### src/rtl/uart_tx_fifo_if.sv
// Byte-push and transmitter-launch signals shared by the TX FIFO and its neighbours.
// master = producer/transmitter side, slave = FIFO side.
interface uart_tx_fifo_if #(
    parameter int ADDR_W = 4
);
    logic              wr_en;
    logic [7:0]        wr_data;
    logic              full;
    logic              empty;
    logic [ADDR_W:0]   count;
    logic              overflow;
    logic [7:0]        tx_data;
    logic              tx_start;
    logic              tx_busy;

    modport master (
        output wr_en, wr_data, tx_busy,
        input  full, empty, count, overflow, tx_data, tx_start
    );

    modport slave (
        input  wr_en, wr_data, tx_busy,
        output full, empty, count, overflow, tx_data, tx_start
    );
endinterface

### src/rtl/uart_tx_fifo.sv
// Byte FIFO feeding a UART transmitter: circular buffer plus a launch FSM that
// hands one byte at a time to the transmitter and holds it for the whole frame.
module uart_tx_fifo #(
    parameter int DEPTH  = 16,
    parameter int ADDR_W = 4
) (
    input  logic            baud_clk,
    input  logic            reset,
    uart_tx_fifo_if.slave   bus
);
    typedef enum logic [1:0] {
        S_IDLE   = 2'd0,
        S_LAUNCH = 2'd1,
        S_WAIT   = 2'd2
    } state_t;

    logic [7:0]        mem_q [DEPTH];
    logic [ADDR_W-1:0] wr_ptr_q, wr_ptr_d;
    logic [ADDR_W-1:0] rd_ptr_q, rd_ptr_d;
    logic [ADDR_W:0]   count_q, count_d;
    state_t            state_q, state_d;
    logic              tx_start_q, tx_start_d;
    logic [7:0]        tx_data_q, tx_data_d;
    logic              overflow_q, overflow_d;
    logic              full, empty, wr_accept, pop;

    // full is decoded from the registered count, so a write while full is
    // dropped even if a pop frees a slot on the same edge.
    always_comb begin
        full       = (count_q == (ADDR_W+1)'(DEPTH));
        empty      = (count_q == '0);
        wr_accept  = bus.wr_en && !full;
        overflow_d = bus.wr_en && full;
        wr_ptr_d   = wr_accept ? wr_ptr_q + ADDR_W'(1) : wr_ptr_q;
    end

    always_comb begin
        state_d    = state_q;
        tx_start_d = tx_start_q;
        tx_data_d  = tx_data_q;
        rd_ptr_d   = rd_ptr_q;
        pop        = 1'b0;
        case (state_q)
            S_IDLE: begin
                tx_start_d = 1'b0;
                if (!empty && !bus.tx_busy) begin
                    pop        = 1'b1;
                    tx_data_d  = mem_q[rd_ptr_q];
                    rd_ptr_d   = rd_ptr_q + ADDR_W'(1);
                    tx_start_d = 1'b1;
                    state_d    = S_LAUNCH;
                end
            end
            S_LAUNCH: begin
                if (bus.tx_busy) begin
                    tx_start_d = 1'b0;
                    state_d    = S_WAIT;
                end
            end
            S_WAIT: begin
                if (!bus.tx_busy) state_d = S_IDLE;
            end
            default: begin
                state_d    = S_IDLE;
                tx_start_d = 1'b0;
            end
        endcase
    end

    always_comb begin
        case ({wr_accept, pop})
            2'b10:   count_d = count_q + (ADDR_W+1)'(1);
            2'b01:   count_d = count_q - (ADDR_W+1)'(1);
            default: count_d = count_q;
        endcase
    end

    always_ff @(posedge baud_clk) begin
        if (reset) begin
            wr_ptr_q   <= '0;
            rd_ptr_q   <= '0;
            count_q    <= '0;
            state_q    <= S_IDLE;
            tx_start_q <= 1'b0;
            tx_data_q  <= 8'h00;
            overflow_q <= 1'b0;
        end else begin
            wr_ptr_q   <= wr_ptr_d;
            rd_ptr_q   <= rd_ptr_d;
            count_q    <= count_d;
            state_q    <= state_d;
            tx_start_q <= tx_start_d;
            tx_data_q  <= tx_data_d;
            overflow_q <= overflow_d;
        end
    end

    // Storage is not cleared by reset; the pointers make stale bytes unreachable.
    always_ff @(posedge baud_clk) begin
        if (!reset && wr_accept) mem_q[wr_ptr_q] <= bus.wr_data;
    end

    assign bus.full     = full;
    assign bus.empty    = empty;
    assign bus.count    = count_q;
    assign bus.overflow = overflow_q;
    assign bus.tx_data  = tx_data_q;
    assign bus.tx_start = tx_start_q;
endmodule

### src/flat_wrapper.sv
// flat-port wrapper written by rule: the top's interface ports become plain ports
module uart_tx_fifo_flat 
#(
    parameter int DEPTH  = 16,
    parameter int ADDR_W = 4
)
  (baud_clk, reset, bus_wr_en, bus_wr_data, bus_tx_busy, bus_full, bus_empty, bus_count, bus_overflow, bus_tx_data, bus_tx_start);
  uart_tx_fifo_if #(.ADDR_W(ADDR_W)) bus_i ();
  input  logic baud_clk;
  input  logic reset;
  input wire logic [$bits(bus_i.wr_en)-1:0] bus_wr_en;
  input wire logic [$bits(bus_i.wr_data)-1:0] bus_wr_data;
  input wire logic [$bits(bus_i.tx_busy)-1:0] bus_tx_busy;
  output wire logic [$bits(bus_i.full)-1:0] bus_full;
  output wire logic [$bits(bus_i.empty)-1:0] bus_empty;
  output wire logic [$bits(bus_i.count)-1:0] bus_count;
  output wire logic [$bits(bus_i.overflow)-1:0] bus_overflow;
  output wire logic [$bits(bus_i.tx_data)-1:0] bus_tx_data;
  output wire logic [$bits(bus_i.tx_start)-1:0] bus_tx_start;
  assign bus_i.wr_en = bus_wr_en;
  assign bus_i.wr_data = bus_wr_data;
  assign bus_i.tx_busy = bus_tx_busy;
  assign bus_full = bus_i.full;
  assign bus_empty = bus_i.empty;
  assign bus_count = bus_i.count;
  assign bus_overflow = bus_i.overflow;
  assign bus_tx_data = bus_i.tx_data;
  assign bus_tx_start = bus_i.tx_start;
  uart_tx_fifo #(.DEPTH(DEPTH), .ADDR_W(ADDR_W)) u_core (.baud_clk(baud_clk), .reset(reset), .bus(bus_i));
endmodule
### config.mk
export PLATFORM = sky130hd
export DESIGN_NAME = uart_tx_fifo_flat
export DESIGN_NICKNAME = d
export VERILOG_FILES = /design/src/rtl/uart_tx_fifo_if.sv /design/src/rtl/uart_tx_fifo.sv /design/src/flat_wrapper.sv
export SDC_FILE = /design/constraint.sdc
export NUM_CORES = 1
export LEC_CHECK = 0
export BUFFER_PORTS_ARGS = -buffer_cell sky130_fd_sc_hd__buf_2
export CORE_UTILIZATION = 30
export CTS_CLUSTER_SIZE = 40
export DETAILED_ROUTE_END_ITERATION = 12
export SYNTH_ARGS = -nofsm -noshare
export SYNTH_HDL_FRONTEND = slang
export SYNTH_SLANG_ARGS = --single-unit
### constraint.sdc
create_clock -name baud_clk -period 3.41 [get_ports baud_clk]
set_clock_uncertainty 0.1 [all_clocks]
set_input_delay 0.5115 -clock baud_clk [delete_from_list [all_inputs] [get_ports baud_clk]]
set_output_delay 0.5115 -clock baud_clk [all_outputs]
set_load 0.05 [all_outputs]
* After elaboration in Yosys (flattened, before gate mapping)
Memories as Yosys holds them, arrays and structs flattened. A register that Yosys moved wholly into a read port is not among the register bits.
Index checks and enable logic that the tools add are counted.
** Word-level totals
- Word-level logic and storage cells :: 45
- Bits in writable memories :: 128
- Flip-flop bits (word level) :: 17
- Output and inout bits :: 17
- Memories :: 1
- Input bits :: 12
** Memory list
- u_core.mem_q :: words 16, bits a word 8, rd ports 1, clocked after Yosys merged registers in 1, write ports 1, line uart_tx_fifo.sv:17 : logic [7:0] mem_q [DEPTH];
** Operators by class
- Equality and inequality tests :: 8
- $add $sub $neg :: 4
- Multiplexer cells :: 11
- Reduce and logical (&&, ||, !) cells :: 14
- Bitwise logic cells :: 1
** Operators with widths (count)
- one-hot mux 5 bit (2 select lines) :: 1
- adder 4 x 1 -> 4 bit (second input constant) :: 2
- two-way mux 2 bit :: 3
- one-hot mux 2 bit (3 select lines) :: 1
- adder 5 x 1 -> 5 bit (second input constant) :: 1
- equality test 5 bit (second input constant) :: 1
- logical NOT 5 bit :: 1
- two-way mux 1 bit :: 5
- subtractor 5 x 1 -> 5 bit (second input constant) :: 1
- equality test 2 x 1 -> 1 bit (second input constant) :: 2
- equality test 2 bit (second input constant) :: 2
- logical AND 1 bit :: 4
- logical NOT 1 bit :: 4
- inequality test 2 bit (second input constant) :: 2
- AND reduction 2 bit :: 2
- one-hot mux 1 bit (3 select lines) :: 1
- AND reduction 3 bit :: 1
- logical NOT 2 bit :: 1
- inequality test 2 x 1 -> 1 bit (second input constant) :: 1
- nonzero test 2 bit :: 1
- inverter 1 bit :: 1

* Longest topological paths before layout
- Depth in word-level cells :: 7
- Gate-level depth with buffers :: 10
- Gate-level depth less buffers :: 9

* Least setup slack after synthesis
Ideal clock, no wire load.
- Path type :: register to register
- Start :: register u_core.count_q[4], in the netlist u_core.bus.count[4]
- End :: register u_core.count_q[4], in the netlist u_core.bus.count[4]
- Required time :: 3.189 ns
- Period minus slack after synthesis :: 3.180 ns
- Library setup time :: 0.121 ns
- Stages on the path, launching flop included :: 11
- Path buffers :: 2
- Arrival time :: 2.959 ns
- Setup slack :: 0.230 ns
- Cell sequence :: dfxtp_1 -> clkbuf_1 -> inv_1 -> a21boi_0 -> clkbuf_1 -> ha_1 -> ha_1 -> a21o_1 -> a21oi_1 -> mux2i_1 -> mux2_2
** On the way
- Longest elaborated chain between the ends :: 7
- Elaborated cells on any way between the ends :: 14
- Those cells by class :: add/sub: 2; eq/ne: 3; mux: 3; reduce/logical: 6
** Ends and longest elaborated chain
- start: declaration :: line uart_tx_fifo.sv:20 : logic [ADDR_W:0] count_q, count_d;
- start signal: assignment :: line uart_tx_fifo.sv:90 : count_q <= count_d;
- logical NOT 5 bit * :: line uart_tx_fifo.sv:31 : empty = (count_q == '0);
- logical NOT 1 bit * :: line uart_tx_fifo.sv:46 : if (!empty && !bus.tx_busy) begin
- logical AND 1 bit * :: line uart_tx_fifo.sv:46
- two-way mux 1 bit * :: line uart_tx_fifo.sv:46
- two-way mux 1 bit * :: line uart_tx_fifo.sv:43 : case (state_q)
- net u_core.pop :: line uart_tx_fifo.sv:25 : logic full, empty, wr_accept, pop;
- equality test 2 x 1 -> 1 bit or equality test 2 bit (tied branches) :: line uart_tx_fifo.sv:71 : case ({wr_accept, pop})
- one-hot mux 5 bit (2 select lines) or nonzero test 2 bit (tied branches)
The timed path passes the listed nets; every way through them passes the cells marked *.
A chain may end at the register's enable or synchronous reset.

* Final worst setup path
- Start :: register u_core.count_q[0], in the netlist u_core.bus.count[0]
- End :: register u_core.count_q[4], in the netlist u_core.bus.count[4]
** On the way
- Longest elaborated chain between the ends :: 7
- Elaborated cells on any way between the ends :: 14
- Those cells by class :: add/sub: 2; eq/ne: 3; mux: 3; reduce/logical: 6
** Ends and longest elaborated chain (line)
- logical NOT 5 bit :: uart_tx_fifo.sv:31
- logical NOT 1 bit :: uart_tx_fifo.sv:46
- logical AND 1 bit :: uart_tx_fifo.sv:46
- two-way mux 1 bit :: uart_tx_fifo.sv:46
- two-way mux 1 bit :: uart_tx_fifo.sv:43
- equality test 2 x 1 -> 1 bit or equality test 2 bit (tied branches) :: uart_tx_fifo.sv:71
- one-hot mux 5 bit (2 select lines) or nonzero test 2 bit (tied branches)
Parallel ways exist; a longest one is shown, timed or not.

==> flow_metrics.env <==
export IMPL_grt_usage_pct=13.14
export IMPL_clock_path_buffers=2
export IMPL_yosysWarnings=0
export IMPL_detail_route_iter0_violations=218
export IMPL_worstReg2RegEnd="u_core.bus.count[4]"
export IMPL_drive_gt1_share_pct=18.12
export IMPL_vdd_drop_max_mv=0.3258
export IMPL_vias_per_cell=4.867
export IMPL_min_to="u_core.state_q[0]"
export IMPL_grt_max_degree=57
export IMPL_end_kind="flip-flop"
export IMPL_r2r_setup_slack_ns=0.50
export IMPL_critPathLaunchType="flip-flop"
export IMPL_ys_ff_latch=153
export IMPL_gp_congestion=0.7732
export IMPL_cts_root_buf="clkbuf_16"
export IMPL_boundaryPins=29
export IMPL_io_buffers=28
export IMPL_syn_avg_cell_area_um2=16.06
export IMPL_timing_slew_headroom_pct=40.25
export IMPL_drv_slew=0
export IMPL_wire_per_inst_um=18.33
export IMPL_clock_sinks=153
export IMPL_ys_seq_area_share_pct=70.45
export IMPL_period_needed_ns=2.907
export IMPL_arrival_ns=3.12
export IMPL_cp_max_fo=6
export IMPL_overflow=0
export IMPL_coreArea_mm2=0.02017
export IMPL_hold_depth=2
export IMPL_clk_pin_slew_ns=0.06
export IMPL_timing_rr_start="u_core.bus.count[0]"
export IMPL_power_internal_uw=3675
export IMPL_drt_pass1_iterations=5
export IMPL_postCtsSetupBuffers=0
export IMPL_area_growth_pct=17.88
export IMPL_leakagePower_uw=0.002392
export IMPL_finalSetupViolCount=0
export IMPL_power_frac_seq_pct=42.8
export IMPL_syn_inst=384
export IMPL_outcome="finished clean"
export IMPL_htreeDepth=4
export IMPL_max_freq_mhz=344.0
export IMPL_nets=447
export IMPL_p_clk_share_pct=37.2
export IMPL_cts_resized=0
export IMPL_place_ws_ns=0.4345
export IMPL_crit_required_ns=3.62
export IMPL_first_global_vias=3463
export IMPL_combinationalPowerShare_pct=20.1
export IMPL_rsz0062_at_grt="false"
export IMPL_row_count=52
export IMPL_swShare_pct=29.84
export IMPL_synth_cell_area_mm2=0.006166
export IMPL_hold_buffers=0
export IMPL_drc=0
export IMPL_tritoncts="built"
export IMPL_die_y_um=145.4
export IMPL_worstSetupPathType="reg -> reg"
export IMPL_hold_viol=0
export IMPL_hp_start="bus_tx_busy"
export IMPL_hpwl_um=8505
export IMPL_wl_um=12940
export IMPL_reg2regPathDepth=9
export IMPL_total_power_uw=5238
export IMPL_maxCapViolations=0
export IMPL_fin_tns_setup_ns=0
export IMPL_tightest_slew_ns=0.8736
export IMPL_period_share_pct=85.24
export IMPL_grt_pass1_wl_um=20250
export IMPL_antenna_found_initial=0
export IMPL_diodes=0
export IMPL_p_per_area_mw_per_mm2=720.7
export IMPL_initial_core_util_pct=30.57
export IMPL_dieArea_mm2=0.02113
export IMPL_cts_buffers=17
export IMPL_clk_latency_ns=0.42
export IMPL_setup_ws_ns=0.5033
export IMPL_die_w_um=145.4
export IMPL_min_path_type="in -> reg"
export IMPL_synth_cell_type_count=41
export IMPL_vias=3436
export IMPL_switchingPower_uw=1563
export IMPL_synth_nets=406
export IMPL_ant_nets=0
-- state kept, by name (all words and copies together), names as in the netlist --
name                 flops
u_core.bus.tx_data       8
u_core.state_q           2
u_core.bus.count         5
u_core.bus.tx_start      1
u_core.rd_ptr_q          4
u_core.mem_q           128
u_core.wr_ptr_q          4
u_core.bus.overflow      1
-- through the flow --
step / area [um2] / std cells / utilization [%] / hold WS [ns]
floorplan: 6166 / 384 / - / 0.3827
global placement: 6664 / 676 / 33.04 / 0.3637
detailed placement: 6664 / 676 / 33.04 / 0.3856
CTS: 7268 / 706 / 36.04 / 0.1905
global route: 7268 / 706 / 36.04 / 0.1971
finish: 7268 / 706 / 36.04 / 0.2009
-- worst max-delay path: stages, from the launching register on --
cell and delay, ns:
dfxtp_1 0.38, nor4_2 0.49, a21oi_1 0.23, inv_1 0.09
ha_1 0.28, ha_1 0.32, a21o_1 0.19, a21oi_1 0.17
mux2i_1 0.21, mux2_2 0.34
-- cells by family after synthesis --
kind of cell	after synthesis	share of synthesized area [%]
flops	153	70.45
compound gates	52	5.945
buf+inv	28	2.212
xor+xnor	10	1.420
simple gates	71	5.459
mux	60	12.36
fa+ha+maj	10	2.151
-- metal layers --
metal	vias up	track usage [%]	share of wire [%]
met5	-	0	0
met4	0	6.474	1.9
met3	15	2.915	5.2
met2	94	20.05	47
met1	1749	17.71	46
li1	1578	-	-
-- cells in the final DEF, fill, tap and decap left out, drive strengths merged --
cell and count:
edfxtp 128, mux2i 48, buf 44, nor2 40, dfxtp 25, o22ai 22, clkbuf 19, mux4 10
ha 9, a211oi 8, inv 8, nor3 7, nand2 6, a2111oi 6, a21oi 5, xor2 5
xnor2 5, bufinv 4, nor2b 3, nand3b 3, o211ai 3, clkinv 3, nand2b 2, or3b 2
nand3 2, a22oi 2, a311oi 2, a21o 2, mux2 2, clkinvlp 2, nor4 2, a21boi 1
or4 1, or3 1, o31ai 1, and3 1, nor3b 1, fa 1
-- final cells by class --
type,instances,area [um2]
clock buffer,19,432.9
clock inverter,11,171.4
fill,1911,12900
inverter,6,22.52
multi-input combinational,203,1685
sequential,153,4345
tap,270,337.8
timing repair buffer,44,272.8
-- power groups by stage --
stage	logic, uW	clock network, uW	registers, uW
after global placement	1040	0	2270
after global routing	1130	2060	2260
final	1050	1950	2240
after detailed placement	1060	0	2280
after CTS	1060	1970	2240
after floorplan	557	0	2500
-- synth_stat cells (all sizes together) --
cell	count	area, um2
nand3b	3	22.52
mux2i	48	480.5
dfxtp	25	500.5
o211ai	3	22.52
o22ai	22	137.6
nor3b	1	7.510
a2111oi	6	58.80
nor3	7	35.03
a21boi	1	7.510
nand2b	2	12.51
inv	6	22.52
xor2	5	43.79
mux2	2	22.52
buf	15	87.58
edfxtp	128	3844
nor2b	3	18.77
a211oi	8	60.06
or3b	2	17.52
or3	1	6.260
fa	1	20.02
a311oi	2	17.52
o31ai	1	7.510
mux4	10	259.0
nand3	2	10.01
a21oi	5	25.02
nor4	2	18.77
a22oi	2	15.01
a21o	2	15.01
nand2	6	22.52
and3	1	7.510
or4	1	7.510
clkbuf	7	26.28
xnor2	5	43.79
ha	9	112.6
nor2	40	150.1
-- how the worst max path moves through the flow --
stage	cells after the start	slack, ns	endpoint	from
3_5_place_dp	9	0.43	u_core.bus.count[4]	bus_tx_busy
2_1_floorplan	10	0.23	u_core.bus.count[4]	u_core.bus.count[4]
6_report	9	0.50	u_core.bus.count[4]	u_core.bus.count[0]
3_3_place_gp	9	0.54	u_core.bus.count[4]	bus_tx_busy
5_1_grt	9	0.27	u_core.bus.count[4]	u_core.bus.count[0]
4_1_cts	9	0.49	u_core.bus.count[4]	u_core.bus.count[0]
(Power assumes the default switching activity.)
